$ cat src/rtl/gpr_pkg.sv
// rtl/gpr_pkg.sv - shared GPR constants and writeback requester indices
package gpr_pkg;
  localparam int RegAddrW = 5;
  localparam int NumRegs  = 32;
  localparam int REQ_ALU  = 0;
  localparam int REQ_LSU  = 1;
  localparam int REQ_MUL  = 2;
endpackage

$ cat src/rtl/rr_arbiter.sv
// rtl/rr_arbiter.sv - round-robin arbiter; pointer moves past the winner on advance
module rr_arbiter #(
  parameter int N = 3
) (
  input  logic         clk,
  input  logic         rst,
  input  logic [N-1:0] req,
  input  logic         advance,
  output logic [N-1:0] gnt
);
  localparam int PW = (N > 1) ? $clog2(N) : 1;

  logic [PW-1:0] ptr;
  logic [PW-1:0] nxt;
  logic          found;

  // First pass covers indices at/after the pointer, second pass wraps around.
  always_comb begin
    gnt   = '0;
    nxt   = ptr;
    found = 1'b0;
    for (int j = 0; j < N; j++) begin
      if (!found && j >= int'(ptr) && req[j]) begin
        gnt[j] = 1'b1;
        nxt    = (j == N - 1) ? '0 : PW'(j + 1);
        found  = 1'b1;
      end
    end
    for (int j = 0; j < N; j++) begin
      if (!found && j < int'(ptr) && req[j]) begin
        gnt[j] = 1'b1;
        nxt    = (j == N - 1) ? '0 : PW'(j + 1);
        found  = 1'b1;
      end
    end
  end

  always_ff @(posedge clk or posedge rst) begin
    if (rst) begin
      ptr <= '0;
    end else if (advance) begin
      ptr <= nxt;
    end
  end
endmodule

$ cat src/rtl/gpr_wb_sched.sv
// rtl/gpr_wb_sched.sv - GPR writeback arbiter, write stage and pending-write scoreboard
module gpr_wb_sched
  import gpr_pkg::*;
#(
  parameter int WordSize = 32,
  parameter int NumReq   = 3
) (
  input  logic                               clk,
  input  logic                               rst,
  input  logic                               issue_valid,
  input  logic [RegAddrW-1:0]                issue_rs1n,
  input  logic [RegAddrW-1:0]                issue_rs2n,
  input  logic [RegAddrW-1:0]                issue_rdn,
  input  logic                               issue_wr,
  output logic                               issue_stall,
  input  logic [NumReq-1:0]                  req_valid,
  input  logic [NumReq-1:0][RegAddrW-1:0]    req_rdn,
  input  logic [NumReq-1:0][WordSize-1:0]    req_data,
  output logic [NumReq-1:0]                  req_ready,
  output logic                               gpr_wbe,
  output logic [RegAddrW-1:0]                gpr_rdn,
  output logic [WordSize-1:0]                gpr_rdd,
  output logic [NumRegs-1:0]                 busy
);
  logic [NumReq-1:0]   gnt;
  logic                hs;
  logic [RegAddrW-1:0] sel_rdn;
  logic [WordSize-1:0] sel_data;
  logic                issue_acc;
  logic [NumRegs-1:0]  set_mask;
  logic [NumRegs-1:0]  clr_mask;
  logic [NumRegs-1:0]  busy_nxt;

  rr_arbiter #(.N(NumReq)) u_arb (
    .clk     (clk),
    .rst     (rst),
    .req     (req_valid),
    .advance (hs),
    .gnt     (gnt)
  );

  assign req_ready = rst ? '0 : gnt;
  assign hs        = |req_ready;

  always_comb begin
    sel_rdn  = '0;
    sel_data = '0;
    for (int j = 0; j < NumReq; j++) begin
      if (req_ready[j]) begin
        sel_rdn  = sel_rdn | req_rdn[j];
        sel_data = sel_data | req_data[j];
      end
    end
  end

  // Writes to x0 still complete the handshake but never reach the register file.
  always_ff @(posedge clk or posedge rst) begin
    if (rst) begin
      gpr_wbe <= 1'b0;
      gpr_rdn <= '0;
      gpr_rdd <= '0;
    end else begin
      gpr_wbe <= hs && (sel_rdn != '0);
      if (hs) begin
        gpr_rdn <= sel_rdn;
        gpr_rdd <= sel_data;
      end
    end
  end

  assign issue_stall = issue_valid &
                       (busy[issue_rs1n] | busy[issue_rs2n] | (issue_wr & busy[issue_rdn]));
  assign issue_acc   = issue_valid & ~issue_stall & issue_wr;

  // Set is applied after clear so a same-cycle issue to a retiring register wins.
  always_comb begin
    set_mask    = (issue_acc && issue_rdn != '0) ? (NumRegs'(1) << issue_rdn) : '0;
    clr_mask    = gpr_wbe ? (NumRegs'(1) << gpr_rdn) : '0;
    busy_nxt    = (busy & ~clr_mask) | set_mask;
    busy_nxt[0] = 1'b0;
  end

  always_ff @(posedge clk or posedge rst) begin
    if (rst) begin
      busy <= '0;
    end else begin
      busy <= busy_nxt;
    end
  end
endmodule

$ cat config.mk
export PLATFORM = sky130hd
export DESIGN_NAME = gpr_wb_sched
export DESIGN_NICKNAME = d
export VERILOG_FILES = /design/src/rtl/gpr_pkg.sv /design/src/rtl/rr_arbiter.sv /design/src/rtl/gpr_wb_sched.sv
export SDC_FILE = /design/constraint.sdc
export NUM_CORES = 1
export LEC_CHECK = 0
export ABC_AREA = 1
export CORE_MARGIN = 4
export CORE_UTILIZATION = 40
export DETAILED_ROUTE_END_ITERATION = 16
export GPL_ROUTABILITY_DRIVEN = 0
export PLACE_DENSITY_LB_ADDON = 0.25
export SYNTH_ARGS = -nofsm -noshare
export SYNTH_HDL_FRONTEND = slang
export SYNTH_SLANG_ARGS = --single-unit
$ cat constraint.sdc
create_clock -name clk -period 5.9 [get_ports clk]
set_input_delay 0.885 -clock clk [delete_from_list [all_inputs] [get_ports clk]]
set_output_delay 0.885 -clock clk [all_outputs]
set_load 0.01 [all_outputs]
# Yosys cells after proc, flatten, opt, wreduce, memory -nomap -nowiden
# Index checks and enable logic that the tools add are counted.
# word_totals
register_bits	71
input_bits	133
output_inout_bits	74
wordCells	84
# op_classes
order_cmp	9
shifts	2
n_mux	31
bitwise_logic	14
n_reduce_logical	23
# ops
operator	n
$mux W32	5
$or A32 B32 Y32	3
$shl A1 B5 Y32 const A	2
$and A32 B32 Y32	1
$not A32 Y32	1
$lt A5 B6 Y1 const B	3
$bmux W1 S5	3
$mux W5	3
$logic_and A1 B1 Y1	13
$mux W1	13
$mux W2	6
$or A5 B5 Y5	2
$reduce_bool A5 Y1	2
$reduce_bool A6 Y1	1
$logic_not A1 Y1	5
$and A1 B1 Y1	4
$ge A1 B2 Y1 const A	2
$lt A1 B2 Y1 const A	2
$mux W3	1
$reduce_or A3 Y1	1
$ge A2 B2 Y1 const A	1
$lt A2 B2 Y1 const A	1
$or A1 B1 Y1	2
$reduce_and A2 Y1	1
$not A1 Y1	1

# Depth between registers and ports, before layout
# Gate-level depths: netlist of the first run.
# logic_depth
word_depth	31
mapped_depth	15

# By module
# A second synthesis of the first run with hierarchy kept.
# unflattened
cells_unflattened	747
hier_area_um2	4832.1
# modules_own_cells
module	instances	cells_each	area_each_um2	seq_area_each_um2
gpr_wb_sched	1	713	4623.2	1726.7
rr_arbiter	1	34	209.0	50.0

# Least setup slack after synthesis of the first run
# No wires, ideal clock.
# synth_timing
kind	input to output
startpoint	input rst
endpoint	output req_ready[2]
arrival_ns	4.101
t_required_ns	5.015
path_slack_ns	0.914
stages	5
path_buffers	2
cell_sequence	inv_1 -> clkbuf_1 -> nand2_1 -> inv_2 -> buf_2
# synth_via
elab_chain_len	1
# synth_lines
item	line_no	source
start, declared	gpr_wb_sched.sv:9	input logic rst,
$mux W3	gpr_wb_sched.sv:42	assign req_ready = rst ? '0 : gnt;
end, declared	gpr_wb_sched.sv:19	output logic [NumReq-1:0] req_ready,
# Every way passes these cells.

# Worst setup path in the final report of the first run
# layout_timing
startpoint	input issue_rs2n[0]
endpoint	output issue_stall
# layout_via
elab_chain_len	5
# layout_lines
item	line_no	source
start, declared	gpr_wb_sched.sv:12	input logic [RegAddrW-1:0] issue_rs2n,
$bmux W1 S5	gpr_wb_sched.sv:72	(busy[issue_rs1n] | busy[issue_rs2n] | (issue_wr & busy[issue_rdn]));
$mux W1 (implied by the code)	gpr_wb_sched.sv:72	
$or A1 B1 Y1 (2 in a row)	gpr_wb_sched.sv:72	
$and A1 B1 Y1	gpr_wb_sched.sv:71	assign issue_stall = issue_valid &
end, declared	gpr_wb_sched.sv:15	output logic issue_stall,
# Every way passes these cells. The select of a mux whose other input is x is not followed.

==> results of run 1 <==
==> routing by layer <==
metal	routed length [um]	GRT usage	part of all wire
met2	8420	0.406	0.47
met3	1730	0.0713	0.097
met4	684	0.0999	0.038
met5	0	0	0
met1	7010	0.300	0.39
==> worst paths after layout <==
check / startpoint / to / slack [ns] / depth (start not counted)
worst max-delay path: issue_rs2n[0] / issue_stall / 1.49 / 14
worst max register to register: u_arb.ptr[1]$_DFFE_PP0P_ / gpr_rdd[3]$_DFFE_PP0P_ / 3.49 / 12
worst min-delay path: gpr_rdd[29]$_DFFE_PP0P_ / gpr_rdd[29]$_DFFE_PP0P_ / 0.48 / 2
max in group asynchronous: rst / busy[15]$_DFF_PP0_ / 3.91 / 3
min in group asynchronous: rst / gpr_rdd[6]$_DFFE_PP0P_ / 1.10 / 2
worst min register to register: gpr_rdd[29]$_DFFE_PP0P_ / gpr_rdd[29]$_DFFE_PP0P_ / 0.48 / 2
==> registers in the layout (all words and copies together), names as in the netlist <==
name and cells:
busy 31, gpr_wbe 1, u_arb.ptr 2, gpr_rdn 5, gpr_rdd 32
==> cells by family after synthesis <==
kind of cell / after synthesis
AOI/OAI and AO/OA: 89
DFF: 71
other: 1
and+or+nand+nor: 514
buffers and inverters: 98
==> critical path, stage by stage <==
cell and delay (ns):
clkdlybuf4s50_1 0.82, inv_2 0.23, nand2_1 0.11, nand3_1 0.07, nand3_1 0.10, nand2_1 0.05
nand2_1 0.05, nand2_1 0.05, nand2_1 0.05, nand2_1 0.06, nor2_2 0.09, buf_4 0.30
a21boi_0 0.13, clkdlybuf4s50_1 0.50
==> final cells by class <==
cell class              count  area [um^2]
clock inverters             6         83.8
flip-flops and latches     71         1780
repair buffers            212         2100
clock buffers              10          239
multi-input cells         604         2660
fillers                  1126         4700
inverters                  55          208
well taps                 147          184
==> metrics by stage <==
| stage | hold WS [ns] | area (um^2) | worst slack, ns | std cells | total power [W] |
|---|---|---|---|---|---|
| finish | 0.480 | 7260 | 1.49 | 1105 | 0.00314 |
| global route | 0.499 | 7260 | 1.21 | 1105 | 0.00335 |
| CTS | 0.481 | 7260 | 1.50 | 1105 | 0.00314 |
| detailed placement | 0.466 | 6940 | 1.50 | 1089 | 0.00254 |
| global placement | 0.462 | 6940 | 1.55 | 1089 | 0.00253 |
| floorplan | 0.504 | 4880 | 0.914 | 773 | 0.00170 |
==> power breakdown <==
part | internal (W) | switching (W)
combinational | 0.000721 | 0.000796
sequential | 0.000726 | 0.000308
clock | 0.000380 | 0.000206
==> cell usage in the layout, fill, tap and decap left out, types with 2 or more instances in the layout <==
cell type,count
clkdlybuf4s50_1,205
nand2_1,311
o21ai_0,37
bufinv_16,2
nor3_1,4
nor4_1,5
inv_2,4
dfrtp_1,71
o21bai_1,4
clkinv_2,4
o211ai_1,2
clkbuf_16,9
buf_4,7
nor2_1,62
nand3_1,89
nor2_2,2
or2_2,2
inv_1,49
a21oi_1,40
nand4_1,37
==> run metrics, run 1 <==
Worst setup SP type=input pin; endpoint type of the worst setup path=output pin; CTS tree=built; clock buffer depth=2; critical path peak fanout=32; starting density of the core=0.408; WS Path Type=input pin to output pin; Final ANT Viol Nets=0; I/O Pins=207; Synth top area share=0.364; Worst VDD drop=227 uV; Syn Area/Cell=6.32 um^2; Yosys reg bits=71; Total Nets Final=1086; commonest register cell after synthesis=dfrtp_1; Tcrit/Tclk final=0.747; die footprint=14000 um^2; Die Width=119 um; Area Overhead vs Synth=48.6%; Static Leak=3.44 nW; Post-Synth XOR/XNOR Area=0; Num CTS Buffers=9; FMAX=227 MHz; final antenna diode count=0; Mapped Area=4880 um^2; most common cell in the netlist=nand2_1; mux share of post-synthesis cell area=0; Worst EP arrival=3.52 ns; Slew @ Worst Pin=0.882 ns; postcts setup bufs=0; overflow left after global routing=0; Max Cap Viol=0; via total after detailed routing=5822; synth warn=0; dominant cell type by area after synthesis=dfrtp_1; Wirelength per Cell=16.1 um; Compound-Gate Fraction of Synth Area=0.0986; Sink Count=71; drt first pass iters=5; status=finished clean; initial drt markers=462; cells after synthesis=773; Worst Skew=0.00869 ns; Floorplan Core Area=12000 um^2; EDFF count, synth=0; global-route wire length before repair=27700 um; H-tree depth=3; Die Span Y=119 um; port bufs=205; leading post-synthesis cells by cell area=dfrtp_1 (36%), nand2_1 (24%), nand3_1 (9.1%); fin. max-slew vios=0; cell row count=40; Synth Net Count=906; Yosys cell types=30; CTS Hold Bufs=0; Clock transition at path regs=0.06 ns; WP data required=5.02 ns; gr usage total=0.245; setup violators final=0; pwr dens=432 nW/um^2; pin count of the biggest net entering global routing=52; DRC viols=0; Worst slew margin=0.411; combinational family with the most area after synthesis=simple AND/OR/NAND/NOR gates; initial antenna violation count=0; dpl hpwl=13700 um; Synth Area in Simple Gates=0.446; post-synthesis sequential area ratio=0.364; Post-CTS Resized=0; Setup TNS=0 ns; vias in the first global route=5388; Post-synth ARST share=1.00; clock root buffer=clkbuf_16; share of cells above drive strength 1=0.0376; final core area utilization=0.607; Min Clock Period, post-route=4.41 ns; RSZ-0062 raised after global routing=false; fraction of the mapped netlist area in adder cells=0; Min-Delay Path Class=flip-flop to flip-flop; WL final=17800 um; Worst-Skew Late Latency=0.33 ns; Post-synth top cells=nand2_1 (311), nand3_1 (89), dfrtp_1 (71), nor2_1 (62), inv_1 (50); DR vias/cell=5.27; final-report hold violation count=0
(Power assumes the default switching activity.)
==> run 2, diff against run 1 <==
--- a/config.mk
+++ b/config.mk
@@ -7,7 +7,7 @@
 export LEC_CHECK = 0
 export ABC_AREA = 1
 export CORE_MARGIN = 4
-export CORE_UTILIZATION = 40
+export CORE_UTILIZATION = 39
 export DETAILED_ROUTE_END_ITERATION = 16
 export GPL_ROUTABILITY_DRIVEN = 0
 export PLACE_DENSITY_LB_ADDON = 0.25
==> constraint.sdc (replaced) <==
create_clock -name clk -period 3.8 [get_ports clk]
set_input_delay 0.57 -clock clk [delete_from_list [all_inputs] [get_ports clk]]
set_output_delay 0.57 -clock clk [all_outputs]
set_load 0.01 [all_outputs]
==> run metrics, run 2 (synthesis gave the netlist of run 1 again) <==
CP top delay family=buffers and inverters; share of cells above drive strength 1=0.0446; endpoint type of the worst setup path=output pin; gr usage total=0.244; I/O Pins=207; Clock transition at path regs=0.06 ns; vias in the first global route=5540; overflow left after global routing=0; DR vias/cell=5.23; Max Cap Viol=0; pin count of the biggest net entering global routing=59; Worst EP arrival=2.85 ns; port bufs=205; WP data required=3.23 ns; CP Capture Point=issue_stall; Setup TNS=0 ns; Total Nets Final=1093; starting density of the core=0.403; Worst R2R Start=u_arb.ptr[1]$_DFFE_PP0P_; Die Width=120 um; crit path cell chain=clkdlybuf4s50_1 -> inv_1 -> nor2_2 -> nand2_1 -> nand3_1 -> nand3_1 -> nand3_1 -> nand3_1 -> a21boi_0 -> clkdlybuf4s50_1; Wirelength per Cell=15.8 um; status=finished clean; setup violators final=0; postcts setup bufs=0; Static Leak=3.45 nW; CTS Hold Bufs=0; crit path launch=issue_rdn[1]; most frequent cells in the layout=nand2_1 (311), clkdlybuf4s50_1 (205), nand3_1 (89); CTS tree=built; Die Span Y=120 um; initial antenna violation count=0; Place WS=0.411 ns; clock root buffer=clkbuf_16; H-tree depth=3; critical path peak fanout=7; RR Endpoint=gpr_rdd[27]$_DFFE_PP0P_; Worst Skew=0.00848 ns; WS Path Type=input pin to output pin; Min-Delay Path Class=flip-flop to flip-flop; RSZ-0062 raised after global routing=false; die footprint=14400 um^2; Total Power=0.00483 W; Post-CTS Resized=0; slowest cell on the critical path=clkdlybuf4s50_1; setup slack, reg-to-reg=1.59 ns; fin. max-slew vios=0; most common cell after layout, fill and taps aside=nand2_1; global-route wire length before repair=28100 um; Min Clock Period, post-route=3.42 ns; r2r worst-path depth=11; via total after detailed routing=5928; cell row count=40; Worst setup SP type=input pin; biggest regs=gpr_rdd x32, busy x31, gpr_rdn x5; final antenna diode count=0; max reg flops=32; hold_ws=0.477 ns; WL final=17900 um; CP peak stage delay=0.60 ns; Floorplan Core Area=12100 um^2; Final ANT Viol Nets=0; post-route setup slack=0.377 ns; CP dominant cell by count=nand3_1; final-report hold violation count=0; Top reg by flops=gpr_rdd; Tcrit/Tclk final=0.901; Worst VDD drop=307 uV; Area Overhead vs Synth=49.9%; clock buffer depth=2; DRC viols=0; pwr dens=660 nW/um^2; Slew @ Worst Pin=0.748 ns; Worst-Skew Late Latency=0.33 ns; Worst slew margin=0.502; dpl hpwl=13800 um; Num CTS Buffers=9; initial drt markers=520; WP depth=10; Sink Count=71; drt first pass iters=7; FMAX=292 MHz; Critical path buffers and inverters=3
-- run 2: metrics by stage --
| step | instance area [um^2] | std cells | util |
|---|---|---|---|
| 2_1_floorplan | 4890 | 773 | - |
| 3_3_place_gp | 7010 | 1117 | 0.579 |
| 3_5_place_dp | 7010 | 1117 | 0.579 |
| 4_1_cts | 7320 | 1133 | 0.605 |
| 5_1_grt | 7320 | 1133 | 0.605 |
| 6_report | 7320 | 1133 | 0.605 |
-- run 2: per-layer routing --
layer / global-route usage / routed length [um]
met5: 0 / 0
met4: 0.0959 / 630
met3: 0.0735 / 1760
met2: 0.406 / 8590
met1: 0.295 / 6940
-- run 2: worst reg2reg max path: cells and delay by family, from the launching register on --
kind,cells,cell delay (ns)
compound gates,3,0.64
buf+inv,2,0.35
flops,1,0.43
simple gates,6,0.68
-- run 2: power breakdown --
part           internal, W  total, W  switching [W]
logic              0.00113   0.00236        0.00124
clock network     0.000528  0.000860       0.000332
registers          0.00113   0.00161       0.000479
total              0.00278   0.00483        0.00205
-- run 2: worst min-delay path by stage --
stage,startpoint,endpoint,slack [ns],cells past startpoint
global placement,gpr_rdd[29]$_DFFE_PP0P_,gpr_rdd[29]$_DFFE_PP0P_,0.46,2
CTS,gpr_rdd[29]$_DFFE_PP0P_,gpr_rdd[29]$_DFFE_PP0P_,0.48,2
detailed placement,gpr_rdd[29]$_DFFE_PP0P_,gpr_rdd[29]$_DFFE_PP0P_,0.46,2
floorplan,u_arb.ptr[0]$_DFFE_PP0P_,u_arb.ptr[0]$_DFFE_PP0P_,0.50,2
global route,gpr_rdd[0]$_DFFE_PP0P_,gpr_rdd[0]$_DFFE_PP0P_,0.49,2
finish,gpr_rdd[0]$_DFFE_PP0P_,gpr_rdd[0]$_DFFE_PP0P_,0.48,2
-- run 2: area by class of cell --
| class | count | area [um^2] |
|---|---|---|
| Fill cell | 1187 | 4790 |
| Multi-Input combinational cell | 604 | 2660 |
| Timing Repair Buffer | 219 | 2160 |
| Sequential cell | 71 | 1780 |
| Clock buffer | 10 | 239 |
| Tap cell | 168 | 210 |
| Inverter | 55 | 208 |
| Clock inverter | 6 | 68.8 |
